## config.mk

```make
export PLATFORM = sky130hd
export DESIGN_NAME = control_acceso_parqueo
export DESIGN_NICKNAME = d
export VERILOG_FILES = /design/src/rtl/control_acceso_parqueo.sv
export SDC_FILE = /design/constraint.sdc
export NUM_CORES = 1
export LEC_CHECK = 0
export BUFFER_PORTS_ARGS = -buffer_cell sky130_fd_sc_hd__clkbuf_2
export CAP_MARGIN = 20
export CORE_AREA = 2 2 41 43
export DETAILED_ROUTE_END_ITERATION = 16
export DIE_AREA = 0 0 43 45
export HOLD_SLACK_MARGIN = 0.03
export PLACE_DENSITY_LB_ADDON = 0.05
export SLEW_MARGIN = 20
export SYNTH_ARGS = -nofsm -noshare
export SYNTH_HDL_FRONTEND = slang
export SYNTH_SLANG_ARGS = --single-unit
```

## constraint.sdc

```tcl
create_clock -name Clk -period 1.8 [get_ports Clk]
set_input_delay 0.18 -clock Clk [delete_from_list [all_inputs] [get_ports Clk]]
set_output_delay 0.18 -clock Clk [all_outputs]
set_load 0.02 [all_outputs]
```

## src/rtl/control_acceso_parqueo.sv

```systemverilog
// -----------------------------------------------------------------------------
// control_acceso_parqueo
//   Parking-gate access controller. It detects a vehicle waiting at the gate and
//   checks a PIN on each rising edge of enterPin. A correct PIN opens the gate.
//   Repeated wrong PINs raise an alarm. If a second vehicle tailgates through the
//   open gate, the controller locks out until a correct PIN is entered.
//
// Ports
//   Clk       in   1      clock, rising edge
//   Reset     in   1      asynchronous, active-high
//   Vehiculo  in   1      vehicle present at the gate entry
//   Termino   in   1      vehicle finished passing (one-cycle pulse)
//   enterPin  in   1      PIN submit level; only its rising edge counts
//   Pin       in   W_PIN  PIN value, looked at only in a strobe cycle
//   Cerrado   out  1      gate closed
//   Abierto   out  1      gate open
//   Alarma    out  1      wrong-PIN or tailgate alarm
//   Bloqueo   out  1      tailgate lockout
// -----------------------------------------------------------------------------
module control_acceso_parqueo #(
  parameter int               W_PIN        = 8,
  parameter logic [W_PIN-1:0] PIN_CORRECTO = 8'b00010000,
  parameter int               MAX_INTENTOS = 3
) (
  input  logic             Clk,
  input  logic             Reset,
  input  logic             Vehiculo,
  input  logic             Termino,
  input  logic             enterPin,
  input  logic [W_PIN-1:0] Pin,
  output logic             Cerrado,
  output logic             Abierto,
  output logic             Alarma,
  output logic             Bloqueo
);

  localparam int            CW    = $clog2(MAX_INTENTOS + 1);
  localparam logic [CW-1:0] MAX_C = CW'(MAX_INTENTOS);

  typedef enum logic [2:0] {
    CERRADO = 3'd0,
    ESPERA  = 3'd1,
    ABIERTO = 3'd2,
    ALARMA  = 3'd3,
    BLOQUEO = 3'd4
  } estado_t;

  estado_t       state_q, state_d;
  logic [CW-1:0] intentos_q, intentos_d;
  logic          enter_q;
  logic          cerrado_q, abierto_q, alarma_q, bloqueo_q;
  logic          cerrado_d, abierto_d, alarma_d, bloqueo_d;

  logic          strobe;
  logic          pin_ok;
  logic [CW-1:0] intentos_inc;

  // A held enterPin must count only once, so only its rising edge is used.
  assign strobe = enterPin & ~enter_q;
  assign pin_ok = (Pin == PIN_CORRECTO);

  // The counter saturates and never wraps, even if wrong PINs keep arriving in ALARMA.
  assign intentos_inc = (intentos_q == MAX_C) ? MAX_C : intentos_q + CW'(1);

  // Next-state and wrong-PIN counter logic.
  always_comb begin
    state_d    = state_q;
    intentos_d = intentos_q;
    case (state_q)
      CERRADO: begin
        if (Vehiculo) state_d = ESPERA;
        else          state_d = CERRADO;
      end
      ESPERA: begin
        // A vehicle leaving wins over a PIN entered in the same cycle.
        if (!Vehiculo) begin
          state_d    = CERRADO;
          intentos_d = '0;
        end else if (strobe && pin_ok) begin
          state_d    = ABIERTO;
          intentos_d = '0;
        end else if (strobe) begin
          intentos_d = intentos_inc;
          if (intentos_inc == MAX_C) state_d = ALARMA;
          else                       state_d = ESPERA;
        end else begin
          state_d = ESPERA;
        end
      end
      ALARMA: begin
        // The alarm stays on even if the vehicle leaves. Only a correct PIN clears it.
        if (strobe && pin_ok) begin
          state_d    = ABIERTO;
          intentos_d = '0;
        end else if (strobe) begin
          intentos_d = intentos_inc;
        end else begin
          state_d = ALARMA;
        end
      end
      ABIERTO: begin
        // A vehicle still present when the pass finishes means a second car tailgated.
        if (Termino && Vehiculo)  state_d = BLOQUEO;
        else if (Termino)         state_d = CERRADO;
        else                      state_d = ABIERTO;
      end
      BLOQUEO: begin
        if (strobe && pin_ok) begin
          state_d    = CERRADO;
          intentos_d = '0;
        end else begin
          state_d = BLOQUEO;
        end
      end
      default: begin
        state_d    = CERRADO;
        intentos_d = '0;
      end
    endcase
  end

  // Moore output decode of the next state, registered alongside the state.
  always_comb begin
    cerrado_d = 1'b1;
    abierto_d = 1'b0;
    alarma_d  = 1'b0;
    bloqueo_d = 1'b0;
    case (state_d)
      CERRADO, ESPERA: begin
        cerrado_d = 1'b1;
      end
      ABIERTO: begin
        cerrado_d = 1'b0;
        abierto_d = 1'b1;
      end
      ALARMA: begin
        alarma_d = 1'b1;
      end
      BLOQUEO: begin
        alarma_d  = 1'b1;
        bloqueo_d = 1'b1;
      end
      default: begin
        cerrado_d = 1'b1;
      end
    endcase
  end

  // State, counter, strobe history and registered outputs.
  always_ff @(posedge Clk or posedge Reset) begin
    if (Reset) begin
      state_q    <= CERRADO;
      intentos_q <= '0;
      enter_q    <= 1'b0;
      cerrado_q  <= 1'b1;
      abierto_q  <= 1'b0;
      alarma_q   <= 1'b0;
      bloqueo_q  <= 1'b0;
    end else begin
      state_q    <= state_d;
      intentos_q <= intentos_d;
      enter_q    <= enterPin;
      cerrado_q  <= cerrado_d;
      abierto_q  <= abierto_d;
      alarma_q   <= alarma_d;
      bloqueo_q  <= bloqueo_d;
    end
  end

  assign Cerrado = cerrado_q;
  assign Abierto = abierto_q;
  assign Alarma  = alarma_q;
  assign Bloqueo = bloqueo_q;

endmodule
```

# Word-level counts from Yosys, hierarchy flattened
# Cells that the tools add are included.
dict set report word_totals {
  register_bits 10
  inputBits 13
  out_inout_bits 4
  word_cells 49
}
dict set report classes {
  n_addsub 1
  eq_ne 11
  n_mux 21
  bitwise_logic 3
  reduce_logical 6
}
# op n
set op_table {}
lappend op_table {{$mux 3} 7}
lappend op_table {{$pmux 3 s5} 1}
lappend op_table {{$mux 2} 7}
lappend op_table {{$eq 3x2->1 const B} 4}
lappend op_table {{$eq 8x5->1 const B} 1}
lappend op_table {{$pmux 2 s4} 1}
lappend op_table {{$eq 3x3->1 const B} 2}
lappend op_table {{$mux 1} 5}
lappend op_table {{$eq 2x2->1 const B} 2}
lappend op_table {{$reduce_or 2->1} 2}
lappend op_table {{$eq 3x1->1 const B} 1}
lappend op_table {{$logic_not 3->1} 1}
lappend op_table {{$add 2x1->2 const B} 1}
lappend op_table {{$logic_and 1x1->1} 2}
lappend op_table {{$ne 2x2->1 const B} 1}
lappend op_table {{$not 1->1} 2}
lappend op_table {{$reduce_and 2->1} 1}
lappend op_table {{$and 1x1->1} 1}

# Logic depth before layout (Yosys ltp)
# Gate-level depths: netlist (run 1).
dict set report depth {
  depth_word 11
  mapped_depth 5
  mapped_depth_nobuf 5
}

# Worst setup path after synthesis (run 1)
# No wires, ideal clock.
dict set report synth_path {
  path_kind {reg2reg}
  from {reg state_q[0]}
  to {reg abierto_q, in the netlist Abierto}
  setup_time_ns 0.119
  arrival_time_ns 1.065
  t_required_ns 1.681
  slack_ns 0.616
  path_stages_with_launch 6
  path_buffers 0
  period_less_slack_ns 1.184
  cell_sequence {dfrtp_1 > nand2b_1 > a21oi_1 > a22o_1 > inv_2 > and2_1}
}
dict set report synth_via {
  word_cells_on_any_way 10
  classes_between {5 x eq/ne; 4 x mux; 1 x reduce/logical}
}
# element line_no
set synth_rtl {}
lappend synth_rtl {{start, declared} 48} ;# estado_t state_q, state_d;
lappend synth_rtl {{start signal, assigned} 160} ;# state_q <= state_d;
lappend synth_rtl {{$eq 3x3->1, or another cell as far along} 69} ;# case (state_q)
lappend synth_rtl {{$pmux 3 s5 *} 69}
lappend synth_rtl {{net state_d[1]} 48}
lappend synth_rtl {{$eq 3x2->1 *} 128} ;# case (state_d)
lappend synth_rtl {{$mux 1 *} 128}
lappend synth_rtl {{net abierto_d} 52} ;# logic cerrado_d, abierto_d, alarma_d, bloqueo_d;
lappend synth_rtl {{end signal, assigned} 164} ;# abierto_q <= abierto_d;
lappend synth_rtl {{end, declared} 51} ;# logic cerrado_q, abierto_q, alarma_q, bloqueo_q;
# The timed path passes the listed nets; every way through them passes the cells marked *.
# A chain may end at the register's enable or synchronous reset.

# Final worst setup path (run 1)
dict set report layout_path {
  from {in enterPin}
  to {reg alarma_q, in the netlist Alarma}
}
dict set report layout_via {
  elab_chain_len 8
  word_cells_on_any_way 13
  classes_between {2 x eq/ne; 8 x mux; 1 x bitwise; 2 x reduce/logical}
}
# element line_no
set layout_rtl {}
lappend layout_rtl {{start, declared} 29} ;# input logic enterPin,
lappend layout_rtl {{$and 1x1->1 *} 59} ;# assign strobe = enterPin & ~enter_q;
lappend layout_rtl {{$logic_and 1x1->1} {79, 92, 108}}
lappend layout_rtl {{$mux 3} 79} ;# end else if (strobe && pin_ok) begin
lappend layout_rtl {{$mux 3} 76} ;# if (!Vehiculo) begin
lappend layout_rtl {{$pmux 3 s5 *} 69}
lappend layout_rtl {{net state_d[2]} 48}
lappend layout_rtl {{$eq 3x3->1 or $eq 3x2->1 (tied branches)} 128}
lappend layout_rtl {{$reduce_or 2->1 (no line) *} --}
lappend layout_rtl {{$mux 1 *} 128}
lappend layout_rtl {{net alarma_d} 52}
lappend layout_rtl {{end signal, assigned} 165} ;# alarma_q <= alarma_d;
lappend layout_rtl {{end, declared} 51}
# Marked as above.

==> metrics.md, run 1 <==
| Metric | Value |
|---|---|
| Drt drc | `0` |
| Hold crit path type | `in -> reg` |
| Nets@finish | `84` |
| Final Slew Violations | `0` |
| Fillers | `150` |
| Post-DRT Antenna Nets | `0` |
| Die Y | `~45 um` |
| Clk_lat worst skew | `0.26 ns` |
| Placeable Area | `0.00147 mm^2` |
| Slew headroom | `between 70 and 80%` |
| Met2 Track Usage GR | `20.6%` |
| Final WL | `938 um` |
| Finished Layout Cells | `86` |
| TritonCTS Sinks | `10` |
| Drt pass-1 iters | `2` |
| Sequential area share after synthesis | `roughly half` |
| Combinational share of power | `approximately 11%` |
| Multi-input logic area | `226 um^2` |
| Mapped Cells | `48` |
| Most used routing layer | `met2` |
| Number of gates resized after cts | `0` |
| Vias/cell | `4.95` |
| Yosys reg bits | `10` |
| Final TNS setup | `0 ns` |
| Internal power | `roughly 0.00034 W` |
| IO Count | `17` |
| Min Tclk post-route | `about 1.6 ns` |
| Cell Pwr Density | `slightly below 700 mW/mm^2` |
| PnR worst setup slack | `0.236 ns` |
| Clock power frac | `35.3%` |
| Root Driver | `clkbuf_4` |
| Post-CTS Setup Inserts | `0` |
| Fin crit share | `86.9%` |
| Max cap viols | `0` |
| Final hold vios | `0` |
| Sequential power share | `~53%` |
| WL per Instance | `10.9 um` |
| Type of the worst setup path | `in -> reg` |
| Synthesized area | `497 um^2` |
| H-tree depth | `1` |
| Unique masters post-synth | `22` |
| Die area | `0.00194 mm^2` |
| # setup viols final | `0` |
| Crit start category | `input port` |
| Via Count | `426` |
| TritonCTS Buffers | `3` |
| Pre-CTS WS | `about 0.45 ns` |
| Net Count, Synth | `61` |
| Vias in the first global route | `between 400 and 500` |
| Die width | `between 40 and 50 um` |
| Psw | `0.000103 W` |
| Largest net degree at the start of global routing | `11` |
| Clock buffer depth | `2` |
| Diodes inserted | `0` |
| Iteration-0 DRC Markers | `5` |
| GP Congestion | `0.804` |
| Most frequent cells in the layout | `16 x clkbuf_2, 9 x dfrtp_1, 6 x nor2_1` |
| Share of layout cells above drive strength 1 | `34.3%` |
| Synth warnings | `0` |
| Setup crit end kind | `register` |
| Sw Ratio | `between 20% and 30%` |
| Post-detail-place hpwl | `around 790 um` |
| Commonest non-fill, non-tap cell in the layout | `clkbuf_2` |
| Initial core utilization | `33.8%` |
| # rows | `14` |
| Total Routing Usage GR | `about an eighth` |
| Syn Area/Cell | `10.3 um^2` |
| I/O Buffers | `16` |
| Hold-fix buffers, CTS | `1` |
| First-pass GRT wire length | `between 1500 and 2000 um` |
| Worst EP required | `1.94 ns` |
| Met3 track demand over resource | `4.80%` |
| Hold WS | `about 0.19 ns` |
| CTS tree | `yes` |
| Peak VDD IR | `approximately 0.28 mV` |
| Gr ovfl total | `0` |
| GRT met1 Usage | `12.3%` |
| Status | `completed` |
| CP Data Arrival Time | `1.70 ns` |
| Synth-to-layout area growth | `29.5%` |
| Clk pin slew, worst setup/hold paths | `0.06 ns` |
| Placed cells | `80` |
| RSZ-0062 raised after global routing | `no` |
| Max frequency | `640 MHz` |
| Initial antenna violation count | `0` |
| Worst-path fanout max | `5` |
| Lkg Pwr | `0.300 nW` |
| Worst Max-Slew Pin Slew | `0.356 ns` |
| Fin Clk Skew | `0.000212 ns` |
| Register area | `251 um^2` |
## metal layers
metal / routed length (um) / vias up
met3: 55 / 5
met2: 456 / 13
li1: - / 216
met1: 403 / 192
met4: 22 / 0
met5: 0 / -
## power by group through the flow
stage	Sequential (W)	Combinational [W]	Clock [W]
after floorplan	0.000239	0.0000249	0
after global placement	0.000240	0.0000483	0
after detailed placement	0.000240	0.0000483	0
after CTS	0.000236	0.0000501	0.000163
after global routing	0.000237	0.0000582	0.000174
final	0.000236	0.0000507	0.000157
## cell usage after synthesis
cell      count  area [um^2]
nor3b_1       1         7.51
nor4_4        1         21.3
a21oi_1       3         15.0
dfstp_2       1         26.3
o21bai_1      1         7.51
nand2_1       4         15.0
nand4_1       1         6.26
nor3_1        1         5.00
a32o_1        2         20.0
nor2_1        6         22.5
nand3_1       1         5.00
inv_2         1         3.75
inv_1         4         15.0
a22o_1        1         8.76
dfrtp_1       9          225
nand2b_1      2         12.5
and2_1        1         6.26
o221ai_2      1         15.0
nor4b_4       1         23.8
o22ai_1       2         12.5
o21ai_0       2         10.0
nor2b_1       2         12.5
## critical path, stage by stage
cell and delay [ns]:
dlygate4sd3_1 0.52, clkbuf_2 0.10, nor2b_1 0.30, nand3_1 0.15, a32o_1 0.29, o21bai_1 0.15
## per-stage QoR
step	utilization [%]	total power, W	cell area [um^2]
floorplan	-	0.000264	497
global placement	40.6	0.000288	597
detailed placement	40.6	0.000288	597
CTS	43.0	0.000449	633
global route	43.7	0.000469	643
finish	43.7	0.000444	643
## flip-flops by register name (all words and copies together), names as in the netlist
name,flops
Abierto,1
Alarma,1
Bloqueo,1
Cerrado,1
enter_q,1
intentos_q,2
state_q,3
## worst paths after layout
path,cells past startpoint,slack [ns],startpoint,to
setup reg to reg,4,0.45,enter_q$_DFF_PP0_,Alarma$_DFF_PP0_
max in group asynchronous,3,1.09,Reset,Cerrado$_DFF_PP1_
setup / recovery,6,0.24,enterPin,Alarma$_DFF_PP0_
hold / removal,2,0.19,Vehiculo,Bloqueo$_DFF_PP0_
hold reg to reg,2,0.56,intentos_q[1]$_DFFE_PP0P_,intentos_q[1]$_DFFE_PP0P_
min in group asynchronous,3,0.41,Reset,enter_q$_DFF_PP0_
## cells by family after synthesis
kind of cell	count (synthesis)	synth area share (%)
compound gates	12	17.9
buf+inv	5	3.78
flops	10	50.6
simple gates	21	27.7
## cell type report
type                    count  area share, %
flip-flops and latches     10           39.1
clock buffers               4           4.09
inverters                   5           2.92
well taps                  16           3.11
repair buffers             18           15.6
multi-input cells          33           35.2
Power figures use the tool's default switching activity.
==> run 2: changes to the inputs <==
--- a/config.mk
+++ b/config.mk
@@ -5,11 +5,11 @@
 export SDC_FILE = /design/constraint.sdc
 export NUM_CORES = 1
 export LEC_CHECK = 0
-export BUFFER_PORTS_ARGS = -buffer_cell sky130_fd_sc_hd__clkbuf_2
 export CAP_MARGIN = 20
 export CORE_AREA = 2 2 41 43
 export DETAILED_ROUTE_END_ITERATION = 16
 export DIE_AREA = 0 0 43 45
+export DONT_BUFFER_PORTS = 1
 export HOLD_SLACK_MARGIN = 0.03
 export PLACE_DENSITY_LB_ADDON = 0.05
 export SLEW_MARGIN = 20
==> run 2 against run 1 <==
Die area did not move. Routed wire length decreased by 5.7%. Clock skew increased by 0.0050 ns. Non-clock buffer count is 16 lower. Design area decreased by 11%. Sequential power hardly changed. Critical endpoint unchanged. Count of clock-buffer cells in the layout is the same. Largest power group unchanged.
==> metrics.md, run 2 (synthesis results as in run 1) <==
| Metric | Value |
|---|---|
| Status | `completed` |
| Worst-path fanout max | `5 (unchanged)` |
| Final Slew Violations | `0 (unchanged)` |
| Max frequency | `707 MHz (+11%)` |
| TritonCTS Sinks | `10 (unchanged)` |
| Reg with most FFs | `state_q` |
| Post-DRT Antenna Nets | `0 (unchanged)` |
| Max reg flops | `3 (unchanged)` |
| Final WL | `885 um (-5.7%)` |
| Vias in the first global route | `344 (-15%)` |
| HP Start | `Vehiculo` |
| Die width | `43 um (unchanged)` |
| Vias/cell | `5.26 (+6.1%)` |
| Nets@finish | `68 (-19%)` |
| Post-detail-place hpwl | `717 um (-8.9%)` |
| # rows | `14 (unchanged)` |
| Peak VDD IR | `0.463 mV (+67%)` |
| # setup viols final | `0 (unchanged)` |
| Cell Pwr Density | `810 mW/mm^2 (+17%)` |
| WP buf/inv | `0 (-2)` |
| Lkg Pwr | `0.239 nW (-20%)` |
| Worst Max-Slew Pin Slew | `0.362 ns (+0.00583 ns)` |
| Clk pin slew, worst setup/hold paths | `0.07 ns (about the same)` |
| First-pass GRT wire length | `1530 um (-6.4%)` |
| Number of gates resized after cts | `0 (unchanged)` |
| Fin crit share | `78.6% (-8.3 points)` |
| Iteration-0 DRC Markers | `6 (+1)` |
| WHS Endpoint | `Bloqueo$_DFF_PP0_` |
| Max cap viols | `0 (unchanged)` |
| Final hold vios | `0 (unchanged)` |
| Fin Clk Skew | `0.00525 ns (+0.00504 ns)` |
| Placeable Area | `0.00147 mm^2 (unchanged)` |
| Top delay family on crit path | `simple AND/OR/NAND/NOR gates` |
| Largest regs | `state_q x3, intentos_q x2` |
| CP max stage delay | `0.36 ns (-0.16 ns)` |
| TritonCTS Buffers | `3 (unchanged)` |
| Diodes inserted | `0 (unchanged)` |
| I/O Buffers | `0 (-16)` |
| Hold crit path type | `in -> reg` |
| Hold path cells | `1 (-1)` |
| Type of the worst setup path | `reg -> reg` |
| Slowest CP cell | `dfrtp_1` |
| RSZ-0062 raised after global routing | `no` |
| Crit start category | `register` |
| H-tree depth | `1 (unchanged)` |
| Critical-path cell list | `nor2b_1 -> nand3_1 -> a32o_1 -> o21bai_1` |
| Pre-CTS WS | `0.389 ns (-0.0588 ns)` |
| Share of layout cells above drive strength 1 | `16.7% (-18 points)` |
| WL per Instance | `12.6 um (+16%)` |
| CTS tree | `yes` |
| Fillers | `164 (+9.3%)` |
| Initial antenna violation count | `0 (unchanged)` |
| Root Driver | `clkbuf_4` |
| PnR Total Power | `0.000464 W (+4.6%)` |
| Die area | `0.00194 mm^2 (unchanged)` |
| Total Routing Usage GR | `11.4% (-0.59 points)` |
| Gr ovfl total | `0 (unchanged)` |
| Setup crit end kind | `register` |
| Clk_lat worst skew | `0.26 ns (about the same)` |
| CP Data Arrival Time | `1.55 ns (-0.15 ns)` |
| R2r startpoint | `enter_q$_DFF_PP0_` |
| Min Tclk post-route | `1.41 ns (-0.149 ns)` |
| FF-to-FF setup slack | `0.39 ns (-0.06 ns)` |
| Drt pass-1 iters | `4 (+2)` |
| Initial core utilization | `33.8% (unchanged)` |
| Clock buffer depth | `2 (unchanged)` |
| First element of the critical path | `enter_q$_DFF_PP0_` |
| Commonest non-fill, non-tap cell in the layout | `dfrtp_1` |
| Largest net degree at the start of global routing | `11 (unchanged)` |
| Final TNS setup | `0 ns (unchanged)` |
| Worst EP required | `1.94 ns (about the same)` |
| Cells on worst reg2reg path | `4 (unchanged)` |
| GP Congestion | `0.748 (-6.9%)` |
| Most frequent cells in the layout | `9 x dfrtp_1, 6 x nor2_1, 4 x inv_1, 4 x nand2_1` |
| Slew headroom | `75.8% (-0.39 points)` |
| Synth-to-layout area growth | `15.4%` |
| Die Y | `45 um (unchanged)` |
| PnR worst setup slack | `0.385 ns (+0.149 ns)` |
| Drt drc | `0 (unchanged)` |
| IO Count | `17 (unchanged)` |
| Via Count | `368 (-14%)` |
| Reg-to-Reg End | `Alarma$_DFF_PP0_` |
run 2: cell types whose count changed in the layout (fill, tap and decap cells not counted):
cell      change
clkbuf_8      +1
clkbuf_1      -1
clkbuf_2     -16
run 2: timing repair:
action | 4_1_cts | 5_1_grt
hold buffers | 2 | 0
hold endpoints to repair | 10 | 0
buffers inserted | 0 | 0
endpoints found under the setup margin | 0 | 0
run 2: worst reg2reg max path: cells and delay by family, from the launching register on:
kind	cells	cell delay [ns]
AOI/OAI and AO/OA	2	0.46
DFF	1	0.36
and+or+nand+nor	2	0.48
run 2: final cells by class:
type,count,area (um^2),area share [%]
clock buffer,4,36.3,6.33
inverter,5,18.8,3.28
multi-input combinational,33,226,39.5
sequential,10,251,43.9
tap,16,20.0,3.49
timing repair buffer,2,20.0,3.49
run 2: how the worst max path moves through the flow:
stage | to | slack [ns] | cells past startpoint
after floorplan | Abierto$_DFF_PP0_ | 0.62 | 5
after global placement | Alarma$_DFF_PP0_ | 0.42 | 4
after detailed placement | Alarma$_DFF_PP0_ | 0.39 | 4
after CTS | Alarma$_DFF_PP0_ | 0.39 | 4
after global routing | Alarma$_DFF_PP0_ | 0.32 | 4
final | Alarma$_DFF_PP0_ | 0.39 | 4
run 2: layer usage:
metal	part of all wire, %	GRT usage (%)	vias to the layer above
met2	49	17.6	15
met1	44	13.8	171
met4	0	3.64	0
met5	0	0	-
met3	6.6	6.00	0
li1	-	-	182
run 2: power breakdown:
group / switching (W) / internal (W)
Combinational: 0.0000179 / 0.0000150
Sequential: 0.00000541 / 0.000231
Clock: 0.0000728 / 0.000123
run 2: stage by stage:
step | utilization (%) | cell area (um^2) | cells | hold WS (ns)
after floorplan | - | 497 | 48 | 0.0195
after global placement | 35.1 | 517 | 64 | 0.0605
after detailed placement | 35.1 | 517 | 64 | 0.0727
after CTS | 38.9 | 573 | 70 | 0.0517
after global routing | 38.9 | 573 | 70 | 0.0442
final | 38.9 | 573 | 70 | 0.0617
==> run 3: changes to the inputs <==
==> constraint.sdc (replaced) <==
create_clock -name Clk -period 1.13 [get_ports Clk]
set_input_delay 0.113 -clock Clk [delete_from_list [all_inputs] [get_ports Clk]]
set_output_delay 0.113 -clock Clk [all_outputs]
set_load 0.02 [all_outputs]
==> run 3 against run 2 <==
The run now ends with negative setup slack left. Hold slack improved by 0.068 ns. Sequential power is 60% higher. Cell count up 8.6%. First-iteration DRC count increased by 130%. Design area up 17%. Critical path depth rose by 1. Highest routed layer unchanged.
==> metrics.md, run 3 (synthesis results as in run 1) <==
| Metric | Value |
|---|---|
| Status | `complete, but fails checks` |
| Failing checks | `negative setup slack` |
| Final Slew Violations | `0 (unchanged)` |
| Synth-to-layout area growth | `34.5%` |
| Max cap viols | `0 (unchanged)` |
| Commonest non-fill, non-tap cell in the layout | `dfrtp_1` |
| Clock buffer depth | `2 (unchanged)` |
| Largest regs | `state_q x3, intentos_q x2` |
| IO Count | `17 (unchanged)` |
| WL per Instance | `14.3 um (+13%)` |
| Crit start category | `register` |
| Diodes inserted | `0 (unchanged)` |
| Fillers | `153 (-6.7%)` |
| Gr ovfl total | `0 (unchanged)` |
| Type of the worst setup path | `reg -> reg` |
| Peak VDD IR | `0.929 mV (+100%)` |
| PnR worst setup slack | `-0.0622 ns (-0.448 ns)` |
| Share of layout cells above drive strength 1 | `41.7% (+25 points)` |
| Register area | `254 um^2 (+1.0%)` |
| Vias/cell | `5.57 (+5.9%)` |
| Cell Pwr Density | `1150 mW/mm^2 (+41%)` |
| Multi-input logic area | `272 um^2 (+20%)` |
| Fin Clk Skew | `0.00125 ns (-0.00400 ns)` |
| Die Y | `45 um (unchanged)` |
| Final WL | `1090 um (+23%)` |
| Dpl cell area | `557 um^2 (+7.7%)` |
| Slew headroom | `73.6% (-2.2 points)` |
| Total Routing Usage GR | `12.9% (+1.5 points)` |
| Via Count | `423 (+15%)` |
| Final core occ | `45.4% (+6.5 points)` |
| Pre-CTS WS | `-0.0911 ns (-0.480 ns)` |
| Most frequent cells in the layout | `7 x dfrtp_1, 5 x nor2_1, 5 x buf_4` |
| Final TNS setup | `-0.205 ns (-0.205 ns)` |
| Clk_lat worst skew | `0.26 ns (about the same)` |
| Hold WS | `0.130 ns (+0.0683 ns)` |
| Final hold vios | `0 (unchanged)` |
| Vias in the first global route | `409 (+19%)` |
| Post-detail-place hpwl | `751 um (+4.8%)` |
| Initial core utilization | `33.8% (unchanged)` |
| TritonCTS Buffers | `3 (unchanged)` |
| Nets@finish | `74 (+8.8%)` |
| # setup viols final | `5 (+5)` |
| Initial antenna violation count | `0 (unchanged)` |
| Reg with most FFs | `state_q` |
| RSZ-0062 raised after global routing | `yes` |
| Hold crit path type | `in -> reg` |
| TritonCTS Sinks | `10 (unchanged)` |
| Placeable Area | `0.00147 mm^2 (unchanged)` |
| Worst EP required | `1.29 ns (-0.65 ns)` |
| Worst Max-Slew Pin Slew | `0.396 ns (+0.0335 ns)` |
| Worst-path fanout max | `6 (+1)` |
| Min Tclk post-route | `1.19 ns (-0.222 ns)` |
| Max frequency | `839 MHz (+19%)` |
| Max reg flops | `3 (unchanged)` |
| Largest net degree at the start of global routing | `11 (unchanged)` |
| CTS tree | `yes` |
| H-tree depth | `1 (unchanged)` |
| Post-DRT Antenna Nets | `0 (unchanged)` |
| Clk pin slew, worst setup/hold paths | `0.06 ns (about the same)` |
| Iteration-0 DRC Markers | `14 (+8)` |
| Lkg Pwr | `0.286 nW (+20%)` |
| # rows | `14 (unchanged)` |
| Fin area | `668 um^2 (+17%)` |
| Die area | `0.00194 mm^2 (unchanged)` |
| Fin crit share | `106% (+27 points)` |
| GP Congestion | `0.836 (+12%)` |
| I/O Buffers | `0 (unchanged)` |
| First-pass GRT wire length | `1740 um (+14%)` |
| Root Driver | `clkbuf_4` |
| Drt drc | `0 (unchanged)` |
| CP Data Arrival Time | `1.35 ns (-0.20 ns)` |
| Die width | `43 um (unchanged)` |
| Setup crit end kind | `register` |
| Drt pass-1 iters | `4 (unchanged)` |
[run 3: final timing paths]
path	from	to	slack, ns	cells past startpoint
setup / recovery	state_q[0]$_DFF_PP0_	Abierto$_DFF_PP0_	-0.06	5
hold / removal	Pin[2]	state_q[2]$_DFF_PP0_	0.13	3
setup reg to reg	state_q[0]$_DFF_PP0_	Abierto$_DFF_PP0_	-0.06	5
hold reg to reg	intentos_q[0]$_DFFE_PP0P_	intentos_q[1]$_DFFE_PP0P_	0.56	2
max in group asynchronous	Reset	Cerrado$_DFF_PP1_	0.54	2
min in group asynchronous	Reset	Abierto$_DFF_PP0_	0.28	2
[run 3: final cells by class]
class / instances / area share [%]
timing repair buffer: 8 / 10.1
sequential: 10 / 38.0
inverter: 5 / 2.81
clock buffer: 4 / 5.43
multi-input combinational: 33 / 40.6
tap: 16 / 3.00
[run 3: worst max-delay path: stages, from the launching register on]
cell	delay, ns
dfrtp_2	0.44
nand2b_4	0.17
a21oi_2	0.11
a22o_1	0.17
inv_2	0.05
and2_1	0.14
[run 3: metal layers]
| layer | wire length, um | up-vias | track usage (%) |
|---|---|---|---|
| li1 | - | 194 | - |
| met5 | 0 | - | 0 |
| met4 | 0 | 0 | 3.64 |
| met2 | 563 | 20 | 21.5 |
| met1 | 438 | 209 | 14.3 |
| met3 | 85 | 0 | 7.20 |
[run 3: stage by stage]
stage,instances,total power [W]
after floorplan,48,0.000424
after global placement,68,0.000439
after detailed placement,68,0.000440
after CTS,76,0.000777
after global routing,76,0.000813
final,76,0.000766
[run 3: power by group]
group | switching (W) | internal [W]
Sequential | 0.0000101 | 0.000368
Combinational | 0.0000370 | 0.0000370
Clock | 0.000118 | 0.000196
[run 3: repair_timing]
action	4_1_cts	5_1_grt
hold buffers	3	0
gates cloned	0	0
pin swaps	2	4
endpoints found under the setup margin	6	8
resized for setup	8	4
endpoints found under the hold margin	13	0
setup buffers	1	0
